`config.mk`:
```
export PLATFORM = sky130hd
export DESIGN_NAME = approx_adder_tree_pipe
export DESIGN_NICKNAME = d
export VERILOG_FILES = /design/src/rtl/approx_adder_tree_pipe.sv
export SDC_FILE = /design/constraint.sdc
export NUM_CORES = 1
export LEC_CHECK = 0
export ABC_AREA = 1
export CAP_MARGIN = 20
export CORE_MARGIN = 8
export CORE_UTILIZATION = 53
export DETAILED_ROUTE_END_ITERATION = 7
export GPL_ROUTABILITY_DRIVEN = 0
export HOLD_SLACK_MARGIN = 0.05
export PLACE_DENSITY_LB_ADDON = 0.05
export SYNTH_ARGS = -nofsm -noshare
export SYNTH_HDL_FRONTEND = slang
export SYNTH_SLANG_ARGS = --single-unit
export TNS_END_PERCENT = 10
```
`constraint.sdc`:
```
create_clock -name clk -period 4.8 [get_ports clk]
set_clock_uncertainty 0.1 [all_clocks]
set_input_delay 1.44 -clock clk [delete_from_list [all_inputs] [get_ports clk]]
set_output_delay 1.44 -clock clk [all_outputs]
set_load 0.05 [all_outputs]
```
`src/rtl/approx_adder_tree_pipe.sv`:
```
// rtl/approx_adder_tree_pipe.sv - pipelined lower-part-OR approximate adder tree (option macro: ATREE_EXACT_MODE_EN)
module approx_adder_tree_pipe #(
  parameter int N = 8,
  parameter int W = 8,
  parameter int K = 3,
  localparam int L  = $clog2(N),
  localparam int OW = W + L
) (
  input  logic          clk,
  input  logic          rst,
  input  logic          in_valid,
  output logic          in_ready,
  input  logic [N*W-1:0] in_data,
  input  logic          approx_en,
  output logic          out_valid,
  input  logic          out_ready,
  output logic [OW-1:0] y
);

  // Bit offset of level j inside the flattened tree bus (level 0 is the raw operand set).
  function automatic int lvl_off(input int j);
    int s;
    s = 0;
    for (int t = 0; t < j; t++) s += (N >> t) * (W + t);
    return s;
  endfunction

  localparam int TOT = lvl_off(L + 1);

  // All levels side by side: level j holds N>>j sums of W+j bits each.
  logic [TOT-1:0] w_tree;
  logic [L:0]     w_vld;
  logic           w_stall;
  logic           w_unused;

  assign w_stall   = out_valid & ~out_ready;
  assign in_ready  = ~w_stall;
  assign out_valid = w_vld[L];
  assign y         = w_tree[lvl_off(L) +: OW];

  assign w_tree[lvl_off(0) +: N*W] = in_data;
  assign w_vld[0]                  = in_valid;

`ifdef ATREE_EXACT_MODE_EN
  // Mode bit per level travels with its operand set; the last level's copy has no consumer.
  logic [L:0] w_mode;
  assign w_mode[0] = approx_en;
  assign w_unused  = w_mode[L];
`else
  assign w_unused  = approx_en;
`endif

  for (genvar j = 1; j <= L; j++) begin : g_lvl
    localparam int NJ = N >> j;
    localparam int WJ = W + j;
    localparam int WI = WJ - 1;
    localparam int PO = lvl_off(j - 1);
    localparam int CO = lvl_off(j);

    logic [NJ*WJ-1:0] w_next;
    logic [NJ*WJ-1:0] r_q;
    logic             r_vld;

    for (genvar i = 0; i < NJ; i++) begin : g_node
      logic [WI-1:0] w_a;
      logic [WI-1:0] w_b;
      logic [WI:0]   w_sum;

      assign w_a = w_tree[PO + (2*i)*WI +: WI];
      assign w_b = w_tree[PO + (2*i+1)*WI +: WI];

      if (K == 0) begin : g_full
        assign w_sum = {1'b0, w_a} + {1'b0, w_b};
      end else begin : g_loa
        logic [WI-K:0] w_hi;
        logic [WI:0]   w_loa;
        // Low K bits are ORed; their top bit pair generates the only carry into the exact upper part.
        assign w_hi  = {1'b0, w_a[WI-1:K]} + {1'b0, w_b[WI-1:K]}
                     + {{(WI-K){1'b0}}, w_a[K-1] & w_b[K-1]};
        assign w_loa = {w_hi, w_a[K-1:0] | w_b[K-1:0]};
`ifdef ATREE_EXACT_MODE_EN
        assign w_sum = w_mode[j-1] ? w_loa : ({1'b0, w_a} + {1'b0, w_b});
`else
        assign w_sum = w_loa;
`endif
      end

      assign w_next[i*WJ +: WJ] = w_sum;
    end

    // Advance sums and valid bit one level unless the output is stalled; bubbles move too.
    always_ff @(posedge clk or posedge rst) begin
      if (rst) begin
        r_q   <= '0;
        r_vld <= 1'b0;
      end else if (!w_stall) begin
        r_q   <= w_next;
        r_vld <= w_vld[j-1];
      end
    end

    assign w_tree[CO +: NJ*WJ] = r_q;
    assign w_vld[j]            = r_vld;

`ifdef ATREE_EXACT_MODE_EN
    logic r_mode;
    // Carry the operand set's mode alongside its data.
    always_ff @(posedge clk or posedge rst) begin
      if (rst) r_mode <= 1'b0;
      else if (!w_stall) r_mode <= w_mode[j-1];
    end
    assign w_mode[j] = r_mode;
`endif
  end

endmodule

```
### Word-level counts from Yosys, hierarchy flattened

Index checks and enable logic that the tools add are counted.

* output and inout port bits: 13
* flip-flop bits (word level): 70
* word-level logic and storage cells: 37

* bitwise operators: 17
* add/subtract/negate cells: 14

Operators with widths (count)
* $add 5x5->6: 4
* $add 6x1->6: 4
* $or 3x3->3: 7
* $add 6x6->7: 2
* $add 7x1->7: 2
* $add 7x7->8: 1
* $add 8x1->8: 1
* $and 1x1->1: 8
* $not 1->1: 2

### Longest topological paths before layout

Gate-level depths: netlist (run 1).

* depth after elaboration: 3
* gate-level depth with buffers: 11
* depth with buffers taken out: 11

### Worst setup path after synthesis (run 1)

No wires, ideal clock.

* path type: input -> output
* start point: input out_ready
* end point: output in_ready
* path buffers: 2
* arrival: 2075 ps
* path slack: 1185 ps
* data required time: 3260 ps
* stages: 4
* cells stage by stage: nor2_4 > inv_2 > buf_2 > buf_2

* longest elaborated chain between the ends: 3

RTL lines
* start, declared: line 16 `input logic out_ready,`
* $not 1->1: line 36 `assign w_stall = out_valid & ~out_ready;`
* $and 1x1->1: line 36
* $not 1->1: line 37 `assign in_ready = ~w_stall;`
* end, declared: line 12 `output logic in_ready,`

No other way between the ends.

### Worst setup path in the final report (run 1)

Ends and elaborated chain as after synthesis.

==> results of run 1 <==
-- per-stage QoR --
step	worst slack, ns	util (%)	std cells
detailed placement	0.958	65.6	677
global route	0.936	68.3	693
global placement	0.955	65.6	677
floorplan	1.19	-	505
finish	0.957	68.3	693
CTS	0.951	68.3	693
-- layout make-up --
cell class | count | area (sq um) | share of cell area [%]
Inverter | 61 | 229 | 4.38
Sequential cell | 70 | 1750 | 33.5
Clock buffer | 14 | 173 | 3.30
Timing Repair Buffer | 84 | 828 | 15.8
Tap cell | 102 | 128 | 2.44
Multi-Input combinational cell | 360 | 2080 | 39.8
Clock inverter | 2 | 38.8 | 0.742
-- placed cells by master (no fill, tap or decap) --
master                              n
sky130_fd_sc_hd__nand2_1          131
sky130_fd_sc_hd__clkdlybuf4s50_1   79
sky130_fd_sc_hd__dfrtp_1           70
sky130_fd_sc_hd__o21ai_0           64
sky130_fd_sc_hd__inv_1             59
sky130_fd_sc_hd__nor2_1            43
sky130_fd_sc_hd__ha_1              32
sky130_fd_sc_hd__nand3_1           31
sky130_fd_sc_hd__a21oi_1           20
sky130_fd_sc_hd__fa_1              14
sky130_fd_sc_hd__clkbuf_8          12
sky130_fd_sc_hd__or2_2             10
sky130_fd_sc_hd__a31oi_1            8
sky130_fd_sc_hd__buf_4              5
sky130_fd_sc_hd__nand3b_1           4
sky130_fd_sc_hd__inv_2              2
sky130_fd_sc_hd__clkbuf_1           2
sky130_fd_sc_hd__nor2_4             1
sky130_fd_sc_hd__xor2_1             1
sky130_fd_sc_hd__nand4_1            1
sky130_fd_sc_hd__clkinv_4           1
sky130_fd_sc_hd__bufinv_16          1
-- worst paths after layout --
| kind | cells after the start | start | slack [ns] | endpoint |
|---|---|---|---|---|
| min | 1 | g_lvl[2].r_vld | 0.37 | out_valid |
| max reg2reg | 11 | g_lvl[2].r_q[3] | 2.77 | y[9] |
| max | 4 | out_ready | 0.96 | in_ready |
| max in group asynchronous | 3 | rst | 2.46 | y[2] |
| min reg2reg | 1 | g_lvl[2].r_vld | 0.37 | out_valid |
| min in group asynchronous | 2 | rst | 1.41 | g_lvl[1].r_vld |
-- worst reg2reg max path, stage by stage (launching register included) --
cell                      delay (ns)
sky130_fd_sc_hd__dfrtp_1        0.35
sky130_fd_sc_hd__inv_1          0.06
sky130_fd_sc_hd__fa_1           0.47
sky130_fd_sc_hd__fa_1           0.37
sky130_fd_sc_hd__inv_1          0.07
sky130_fd_sc_hd__nand2_1        0.07
sky130_fd_sc_hd__nand2_1        0.11
sky130_fd_sc_hd__nand3_1        0.10
sky130_fd_sc_hd__nand2_1        0.07
sky130_fd_sc_hd__nand2_1        0.05
sky130_fd_sc_hd__nand3_1        0.06
sky130_fd_sc_hd__nand2_1        0.05
-- routing by layer --
metal / share of wire [%] / global-route usage (%) / vias to the layer above
met5: 0 / 0 / -
li1: - / - / 1787
met2: 49 / 31.5 / 81
met1: 45 / 19.8 / 1597
met4: 1.2 / 4.76 / 0
met3: 5.1 / 5.82 / 11
-- power breakdown --
group | switching [mW] | internal [mW] | leakage (nW)
logic | 0.842 | 0.537 | 1.66
clock network | 0.210 | 0.284 | 0.107
registers | 0.128 | 0.815 | 0.808
total | 1.18 | 1.64 | 2.57
-- state kept, by name, summed over array words and instances (netlist names) --
name	flops
g_lvl.r_vld	2
out_valid	1
y	11
g_lvl.r_q	56
-- kinds of logic after synthesis --
kind of cell,after synthesis,share of synthesized area [%]
buffers and inverters,75,7.10
XOR/XNOR,1,0.212
AO/OA/AOI/OAI,92,11.4
AND/OR/NAND/NOR,221,22.3
adder cells (fa/ha/maj),46,16.5
flip-flops,70,42.5
==> reports/qor_table.md, run 1 <==
| Result | This run |
| --- | --- |
| Tightest hold margin | 0.372 ns |
| Shortest period the worst path allows | 3.84 ns |
| Detail-routed via count per cell | 5.02 |
| Number of max-slew violations in the final report | 0 |
| CP bufs+invs | 3 |
| Peak supply drop | 0.000264 V |
| Number of instances in the synthesized netlist | 505 |
| Initial Util | 53.9% |
| Pin slew with the least headroom to its limit | 0.671 ns |
| Final global-route overflow total | 0 |
| IO Port Bufs | 80 |
| Most common cell in the synthesized netlist | sky130_fd_sc_hd__nand2_1 |
| Num CTS Buffers | 9 |
| Placeable core area | 7650 sq um |
| RSZ-0062 raised after global routing | false |
| Total clock sinks | 70 |
| Clock root buffer | sky130_fd_sc_hd__clkbuf_8 |
| Power density over cell area | 539 nW/um^2 |
| Fraction of final layout cells with drive strength greater than 1 | 5.41% |
| Maximum count of clock buffers along a single path | 2 |
| Net count, final | 701 |
| Number of enable-type register cells in the synthesized netlist | 0 |
| Clk_lat worst skew | 0.35 ns |
| Cell type with the largest total area after synthesis | sky130_fd_sc_hd__dfrtp_1 |
| Kind of capture point of the worst setup path | primary output |
| Number of fillers in the final layout | 647 |
| First-pass GRT wire length | 16.0 mm |
| CTS tree | done |
| Final-layout setup total negative slack | 0 ns |
| Sort of element at the start of the critical path | input port |
| Via count of the first global-routing pass | 3766 |
| Synth warnings | 0 |
| Die width | 104 um |
| Net count after synthesis | 620 |
| Data arrival at the endpoint of the critical path | 2.30 ns |
| Area of the mapped netlist | 4120 sq um |
| Cell breakdown of the critical path | clkdlybuf4s50_1 > nor2_4 > inv_2 > buf_4 |
| Number of detailed-routing iterations run before antenna repair | 4 |
| Wire length after detailed routing | 8.81 mm |
| Initial antenna violation count | 0 |
| Largest net degree at the start of global routing | 73 |
| DRC violation total after the first TritonRoute iteration | 117 |
| Mean cell area of the mapped netlist | 8.16 sq um |
| Global routing usage summed across all routing layers | 17.7% |
| Share of the synthesized area in the top cell type | 42.5% |
| Final Hold Viols | 0 |
| Class of the worst hold path | reg2reg |
| Kind of critical path | in2out |
| Outcome | finished clean |
| Remaining antenna violation count | 0 |
| Antenna Cells | 0 |
| Layout Area Growth over Synthesis | 26.8% |
| Primary FF master, synth | sky130_fd_sc_hd__dfrtp_1 |
| Yosys reg bits | 70 |
| Post-detailed-placement cell area | 5010 sq um |
| Sequential share of the synthesized area | 42.5% |
| Via count | 3476 |
| Total of endpoints with negative setup slack in the final report | 0 |
| Clock-pin slew on the worst setup and hold paths | 0.07 ns |
| Overall power of the completed layout | 2.82 mW |
| Estimated wirelength of the detail-placed design | 6.73 mm |
| Number of top-level pins | 82 |
| Fmax | 260 MHz |
| Die Y | 104 um |
| Kind of cell adding the most delay to the critical path | buffers and inverters |
| Final design area excluding fillers | 5230 sq um |
| Crit share post-route | 80.1% |
| Post-route DRC violation count | 0 |
| Slowest cell on the critical path | sky130_fd_sc_hd__clkdlybuf4s50_1 |
| Max-slew headroom | 55.2% |
| Postcts setup bufs | 0 |
| Number of unique standard cell types used by synthesis | 19 |
| Crit-path max cell delay | 0.44 ns |
| Synth top cells by count | 131 x sky130_fd_sc_hd__nand2_1, 70 x sky130_fd_sc_hd__dfrtp_1, 64 x sky130_fd_sc_hd__o21ai_0, 60 x sky130_fd_sc_hd__inv_1, 43 x sky130_fd_sc_hd__nor2_1 |
| Detail-routed net length per standard cell | 12.7 um |
| Quantity of gates resized following cts | 0 |
| Max-cap violations | 0 |
| Fraction of synthesis flops using an asynchronous set or reset pin | 100% |
| Largest cells by area after synthesis | sky130_fd_sc_hd__dfrtp_1 42%, sky130_fd_sc_hd__nand2_1 12%, sky130_fd_sc_hd__ha_1 9.7%, sky130_fd_sc_hd__o21ai_0 7.8%, sky130_fd_sc_hd__fa_1 6.8% |
| Cell row count | 32 |
| Biggest fanout along the worst timing path | 2 |
| Post-CTS Hold Fix Bufs | 0 |
| Total die area | 10900 sq um |
| Critical path required time | 3.26 ns |
| Leakage power summed over all cells | 2.57 nW |
| Count of H-tree levels built during CTS | 3 |
No activity file was read; power rests on OpenSTA's default activity.
==> run 2, diff against run 1 <==
--- a/config.mk
+++ b/config.mk
@@ -8,7 +8,7 @@
 export ABC_AREA = 1
 export CAP_MARGIN = 20
 export CORE_MARGIN = 8
-export CORE_UTILIZATION = 53
+export CORE_UTILIZATION = 47
 export DETAILED_ROUTE_END_ITERATION = 7
 export GPL_ROUTABILITY_DRIVEN = 0
 export HOLD_SLACK_MARGIN = 0.05
==> constraint.sdc (replaced) <==
create_clock -name clk -period 3.2 [get_ports clk]
set_clock_uncertainty 0.1 [all_clocks]
set_input_delay 0.96 -clock clk [delete_from_list [all_inputs] [get_ports clk]]
set_output_delay 0.96 -clock clk [all_outputs]
set_load 0.05 [all_outputs]
==> run 2 against run 1 <==
Effect of this change:
- total power up 47%
- design area down 0.19%
- sequential power grew 48%
- core utilization down 7.6 points
- global-route usage is 1.8 points lower
- register-to-register slack got worse by 1.6 ns
- critical endpoint unchanged
- highest routed layer unchanged
==> reports/qor_table.md, run 2 (synthesized netlist as in run 1, its figures left out) <==
| Result | This run | vs previous |
| --- | --- | --- |
| Final-layout setup total negative slack | 0 ns | unchanged |
| Antenna Cells | 0 | unchanged |
| Initial antenna violation count | 0 | unchanged |
| Maximum count of clock buffers along a single path | 2 | unchanged |
| Most used cells in the layout excluding fill and tap cells | 131 x sky130_fd_sc_hd__nand2_1, 79 x sky130_fd_sc_hd__clkdlybuf4s50_1, 70 x sky130_fd_sc_hd__dfrtp_1, 64 x sky130_fd_sc_hd__o21ai_0, 59 x sky130_fd_sc_hd__inv_1 |  |
| Most common cell after layout, fill and taps aside | sky130_fd_sc_hd__nand2_1 |  |
| Power density over cell area | 792 nW/um^2 | +47% |
| Via count of the first global-routing pass | 3543 | -5.9% |
| Placeable core area | 8590 sq um | +12% |
| Hold endpoint | out_valid |  |
| Total die area | 12000 sq um | +11% |
| First-pass GRT wire length | 15.2 mm | -5.3% |
| Shortest period the worst path allows | 2.86 ns |  |
| Initial Util | 48.0% | -5.9 points |
| Outcome | finished clean |  |
| Post-route DRC violation count | 0 | unchanged |
| RSZ-0062 raised after global routing | false |  |
| Peak supply drop | 0.000322 V | +22% |
| Pin slew with the least headroom to its limit | 0.657 ns | -0.0136 ns |
| DRC violation total after the first TritonRoute iteration | 108 | -7.7% |
| Critical path required time | 2.14 ns | -1.12 ns |
| Worst reg-to-reg setup slack | 1.17 ns | -1.60 ns |
| Total of endpoints with negative setup slack in the final report | 0 | unchanged |
| Crit share post-route | 89.5% |  |
| Number of detailed-routing iterations run before antenna repair | 5 | +1 |
| Largest register FFs | 56 | unchanged |
| Quantity of gates resized following cts | 0 | unchanged |
| Clock root buffer | sky130_fd_sc_hd__clkbuf_8 |  |
| Final Hold Viols | 0 | unchanged |
| Die width | 110 um | +5.2% |
| Largest net degree at the start of global routing | 73 | unchanged |
| Fraction of final layout cells with drive strength greater than 1 | 5.59% | +0.18 points |
| Remaining antenna violation count | 0 | unchanged |
| Final global-route overflow total | 0 | unchanged |
| Clock-pin slew on the worst setup and hold paths | 0.07 ns | about the same |
| Post-CTS Hold Fix Bufs | 0 | unchanged |
| Most flops, register | g_lvl.r_q |  |
| IO Port Bufs | 80 | unchanged |
| Class of the worst hold path | reg2reg |  |
| CTS tree | done |  |
| Total clock sinks | 70 | unchanged |
| Estimated wirelength of the detail-placed design | 6.48 mm | -3.6% |
| Net count, final | 700 | -0.14% |
| Fmax | 349 MHz |  |
| Worst reg2reg path startpoint | g_lvl[2].r_q[3] |  |
| Layout Area Growth over Synthesis | 26.5% |  |
| Hold wc startpoint | g_lvl[2].r_vld |  |
| Global routing usage summed across all routing layers | 15.9% | -1.8 points |
| Detail-routed net length per standard cell | 12.3 um | -2.9% |
| Kind of critical path | in2out |  |
| Cell row count | 34 | +6.3% |
| Clk_lat worst skew | 0.34 ns | about the same |
| Endpoint of the most critical register-to-register path | y[9] |  |
| Number of max-slew violations in the final report | 0 | unchanged |
| Number of top-level pins | 82 | unchanged |
| Max-cap violations | 0 | unchanged |
| Count of H-tree levels built during CTS | 3 | unchanged |
| Crit-path max cell delay | 0.50 ns | +0.06 ns |
| Tightest hold margin | 0.366 ns | -0.00620 ns |
| Number of fillers in the final layout | 765 | +18% |
| Leakage power summed over all cells | 2.56 nW | -0.48% |
| Cell count of the worst reg-to-reg path | 11 | unchanged |
| Cell breakdown of the critical path | clkdlybuf4s50_1 > nor2_4 > inv_2 > buf_4 |  |
| Data arrival at the endpoint of the critical path | 1.80 ns | -0.50 ns |
| Kind of capture point of the worst setup path | primary output |  |
| Postcts setup bufs | 0 | unchanged |
| Num CTS Buffers | 9 | unchanged |
| Via count | 3424 | -1.5% |
| Cell depth of the worst min-delay path | 1 | unchanged |
| Detail-routed via count per cell | 4.91 | -2.2% |
| Biggest fanout along the worst timing path | 2 | unchanged |
| Slowest cell on the critical path | sky130_fd_sc_hd__clkdlybuf4s50_1 |  |
| Wire length after detailed routing | 8.62 mm | -2.2% |
| Die Y | 110 um | +5.2% |
| Sort of element at the start of the critical path | input port |  |
| Max-slew headroom | 56.2% | +0.97 points |
-- run 2: changes by cell type in the layout (fill, tap and decap cells not counted) --
cell                         delta
sky130_fd_sc_hd__buf_12         +1
sky130_fd_sc_hd__clkinv_4       -1
sky130_fd_sc_hd__clkinv_2       +4
sky130_fd_sc_hd__clkinvlp_4     +2
sky130_fd_sc_hd__clkbuf_8       -3
sky130_fd_sc_hd__buf_4          -2
sky130_fd_sc_hd__clkbuf_1       -2
-- run 2: power breakdown --
group          switching, mW  total, mW  leakage, nW  internal, mW
Combinational           1.24       2.05         1.66         0.807
Sequential             0.182       1.40        0.808          1.22
Clock                  0.332      0.685       0.0948         0.354
-- run 2: metrics by stage --
step	cells	utilization (%)	cell area (sq um)	power, mW	setup WS (ns)
2_1_floorplan	505	-	4120	2.93	0.372
3_3_place_gp	682	58.5	5030	3.43	0.186
3_5_place_dp	682	58.5	5030	3.48	0.146
4_1_cts	698	60.7	5220	4.18	0.329
5_1_grt	698	60.7	5220	4.57	0.291
6_report	698	60.7	5220	4.13	0.337
-- run 2: worst max-delay path: cells and delay by family --
kind	cells	cell delay, ns
simple gates	1	0.05
buf+inv	3	0.78
-- run 2: layout make-up --
cell class	instances	area, sq um	share of cell area [%]
inverter	61	229	4.39
multi-input combinational	360	2080	39.8
timing repair buffer	83	833	16.0
clock buffer	9	124	2.37
clock inverter	7	65.1	1.25
tap	108	135	2.59
sequential	70	1750	33.6
-- run 2: worst max path at each step --
| stage | from | to | slack, ns | cells past startpoint |
|---|---|---|---|---|
| after detailed placement | in_data[50] | g_lvl[1].r_q[34] | 0.15 | 11 |
| after global placement | in_data[50] | g_lvl[1].r_q[34] | 0.19 | 11 |
| after CTS | out_ready | in_ready | 0.33 | 4 |
| final | out_ready | in_ready | 0.34 | 4 |
| after floorplan | rst | g_lvl[1].r_q[0] | 0.37 | 1 |
| after global routing | out_ready | in_ready | 0.29 | 4 |
-- run 2: per-layer routing --
metal / GRT usage, % / part of all wire (%) / vias to the layer above
met2: 26.2 / 47 / 77
li1: - / - / 1786
met1: 19.1 / 45 / 1551
met5: 0 / 0 / -
met4: 6.36 / 1.6 / 0
met3: 4.81 / 7.0 / 10
==> run 3, diff against run 2 <==
--- a/config.mk
+++ b/config.mk
@@ -7,7 +7,6 @@
 export LEC_CHECK = 0
 export ABC_AREA = 1
 export CAP_MARGIN = 20
-export CORE_MARGIN = 8
 export CORE_UTILIZATION = 47
 export DETAILED_ROUTE_END_ITERATION = 7
 export GPL_ROUTABILITY_DRIVEN = 0
==> run 3 against run 2 <==
Effect of this change:
- clock-buffer cell count up 2
- register-to-register slack about the same
- non-clock buffer count increased by 1
- sequential cell count is the same
- design area increased by 1.8%
- cell count down 0.29%
- sequential power about the same
- clock power up 42%
- critical path depth is the same
- total power is 7.4% higher
- worst hold slack gained 0.0088 ns
- via count grew 2.1%
- critical endpoint unchanged
==> reports/qor_table.md, run 3 (synthesized netlist as in run 1, its figures left out) <==
| Result | This run | vs previous |
| --- | --- | --- |
| Global-route met2 utilization | 37.1% | +11 points |
| Cell row count | 33 | -2.9% |
| Wire length after detailed routing | 8.19 mm | -5.0% |
| RSZ-0062 raised after global routing | false |  |
| Final Non-Filler Cells | 696 | -0.29% |
| Largest net degree at the start of global routing | 73 | unchanged |
| First-pass GRT wire length | 14.3 mm | -5.6% |
| Detail-routed net length per standard cell | 11.8 um | -4.7% |
| Number of max-slew violations in the final report | 0 | unchanged |
| Total clock sinks | 70 | unchanged |
| Final Hold Viols | 0 | unchanged |
| Post-route DRC violation count | 0 | unchanged |
| Outcome | finished clean |  |
| Biggest fanout along the worst timing path | 2 | unchanged |
| Most common cell after layout, fill and taps aside | sky130_fd_sc_hd__nand2_1 |  |
| Quantity of gates resized following cts | 0 | unchanged |
| Estimated wirelength of the detail-placed design | 6.17 mm | -4.8% |
| Overall power of the completed layout | 4.44 mW | +7.4% |
| Peak supply drop | 0.000326 V | +1.2% |
| Num CTS Buffers | 9 | unchanged |
| Worst-case setup margin in the final layout | 0.333 ns | -0.00464 ns |
| Clock-pin slew on the worst setup and hold paths | 0.07 ns | about the same |
| Fraction of final layout cells with drive strength greater than 1 | 5.75% | +0.16 points |
| Routing layer with the top usage in global route | met2 |  |
| Critical path required time | 2.14 ns | about the same |
| IO Port Bufs | 80 | unchanged |
| Leakage power summed over all cells | 2.61 nW | +1.9% |
| Max-slew headroom | 55.8% | -0.39 points |
| Count of H-tree levels built during CTS | 3 | unchanged |
| Most used cells in the layout excluding fill and tap cells | 131 x sky130_fd_sc_hd__nand2_1, 79 x sky130_fd_sc_hd__clkdlybuf4s50_1, 70 x sky130_fd_sc_hd__dfrtp_1, 64 x sky130_fd_sc_hd__o21ai_0, 59 x sky130_fd_sc_hd__inv_1 |  |
| Sort of element at the start of the critical path | input port |  |
| DRC violation total after the first TritonRoute iteration | 70 | -35% |
| Number of detailed-routing iterations run before antenna repair | 4 | -1 |
| Setup slack at placement | 0.177 ns | +0.0313 ns |
| Net count, final | 701 | +0.14% |
| Via count of the first global-routing pass | 3474 | -1.9% |
| Cell total after placement | 680 | -0.29% |
| Initial Util | 49.4% | +1.5 points |
| Shortest period the worst path allows | 2.87 ns | +0.00464 ns |
| Kind of capture point of the worst setup path | primary output |  |
| Number of top-level pins | 82 | unchanged |
| Largest register FFs | 56 | unchanged |
| Via count | 3497 | +2.1% |
| Global-route met3 utilization | 5.74% | +0.94 points |
| Most flops, register | g_lvl.r_q |  |
| Fmax | 349 MHz | -0.16% |
| Initial antenna violation count | 0 | unchanged |
| Pin slew with the least headroom to its limit | 0.662 ns | +0.00488 ns |
| Placeable core area | 8340 sq um | -2.9% |
| CTS tree | done |  |
| Post-layout utilization of the core | 63.7% | +3.0 points |
| Total of endpoints with negative setup slack in the final report | 0 | unchanged |
| Die Y | 95.7 um | -13% |
| Antenna Cells | 0 | unchanged |
| Clock root buffer | sky130_fd_sc_hd__clkbuf_8 |  |
| Max-cap violations | 0 | unchanged |
| Detail-routed via count per cell | 5.02 | +2.4% |
| Final global-route overflow total | 0 | unchanged |
| Final-layout setup total negative slack | 0 ns | unchanged |
| Class of the worst hold path | reg2reg |  |
| Kind of critical path | in2out |  |
| Power density over cell area | 836 nW/um^2 | +5.5% |
| Remaining antenna violation count | 0 | unchanged |
| Layout Area Growth over Synthesis | 28.8% |  |
| Postcts setup bufs | 0 | unchanged |
| Die width | 95.7 um | -13% |
| Clk_lat worst skew | 0.34 ns | about the same |
| Met1 track demand over resource | 23.5% | +4.3 points |
| Maximum count of clock buffers along a single path | 2 | unchanged |
| Total die area | 9150 sq um | -24% |
| Data arrival at the endpoint of the critical path | 1.81 ns | about the same |
| Crit share post-route | 89.6% | +0.14 points |
| Global routing usage summed across all routing layers | 20.6% | +4.6 points |
| Post-CTS Hold Fix Bufs | 0 | unchanged |
==> run 3: cell count changes in the layout (fill, tap and decap cells not counted) <==
cell and change:
sky130_fd_sc_hd__clkinvlp_4 -2, sky130_fd_sc_hd__clkbuf_8 +2, sky130_fd_sc_hd__clkinv_2 -4, sky130_fd_sc_hd__bufinv_16 +3, sky130_fd_sc_hd__buf_4 +1, sky130_fd_sc_hd__clkinv_4 +1
==> run 3: area by class of cell <==
| cell class | count | area, sq um |
|---|---|---|
| Timing Repair Buffer | 84 | 841 |
| Fill cell | 747 | 3030 |
| Inverter | 61 | 229 |
| Clock buffer | 11 | 151 |
| Multi-Input combinational cell | 360 | 2080 |
| Sequential cell | 70 | 1750 |
| Tap cell | 105 | 131 |
| Clock inverter | 5 | 129 |
==> run 3: worst paths after layout <==
kind	startpoint	end	slack, ns	cells past startpoint
hold reg to reg	g_lvl[2].r_vld	out_valid	0.37	1
setup / recovery	out_ready	in_ready	0.33	4
setup reg to reg	g_lvl[2].r_q[3]	y[9]	1.16	11
min in group asynchronous	rst	g_lvl[1].r_q[0]	0.93	2
max in group asynchronous	rst	g_lvl[1].r_q[7]	1.46	3
hold / removal	g_lvl[2].r_vld	out_valid	0.37	1
==> run 3: layer usage <==
metal  vias up  share of wire (%)
met1      1618                 43
met4         0                1.5
met2        79                 50
li1       1790                  -
met5         -                  0
met3        10                5.9
==> run 3: metrics by stage <==
| step | area, sq um | hold slack [ns] |
|---|---|---|
| after floorplan | 4120 | 0.340 |
| after global placement | 5030 | 0.349 |
| after detailed placement | 5030 | 0.359 |
| after CTS | 5310 | 0.376 |
| after global routing | 5310 | 0.405 |
| final | 5310 | 0.375 |
==> run 3: power breakdown <==
part | internal (mW) | total, mW | switching [mW] | leakage [nW]
clock network | 0.641 | 0.972 | 0.331 | 0.140
logic | 0.810 | 2.06 | 1.25 | 1.66
registers | 1.22 | 1.41 | 0.189 | 0.808
total | 2.67 | 4.44 | 1.77 | 2.61
==> run 3: critical path, cell delays in order <==
cell,delay [ns]
sky130_fd_sc_hd__clkdlybuf4s50_1,0.50
sky130_fd_sc_hd__nor2_4,0.05
sky130_fd_sc_hd__inv_2,0.08
sky130_fd_sc_hd__buf_4,0.20
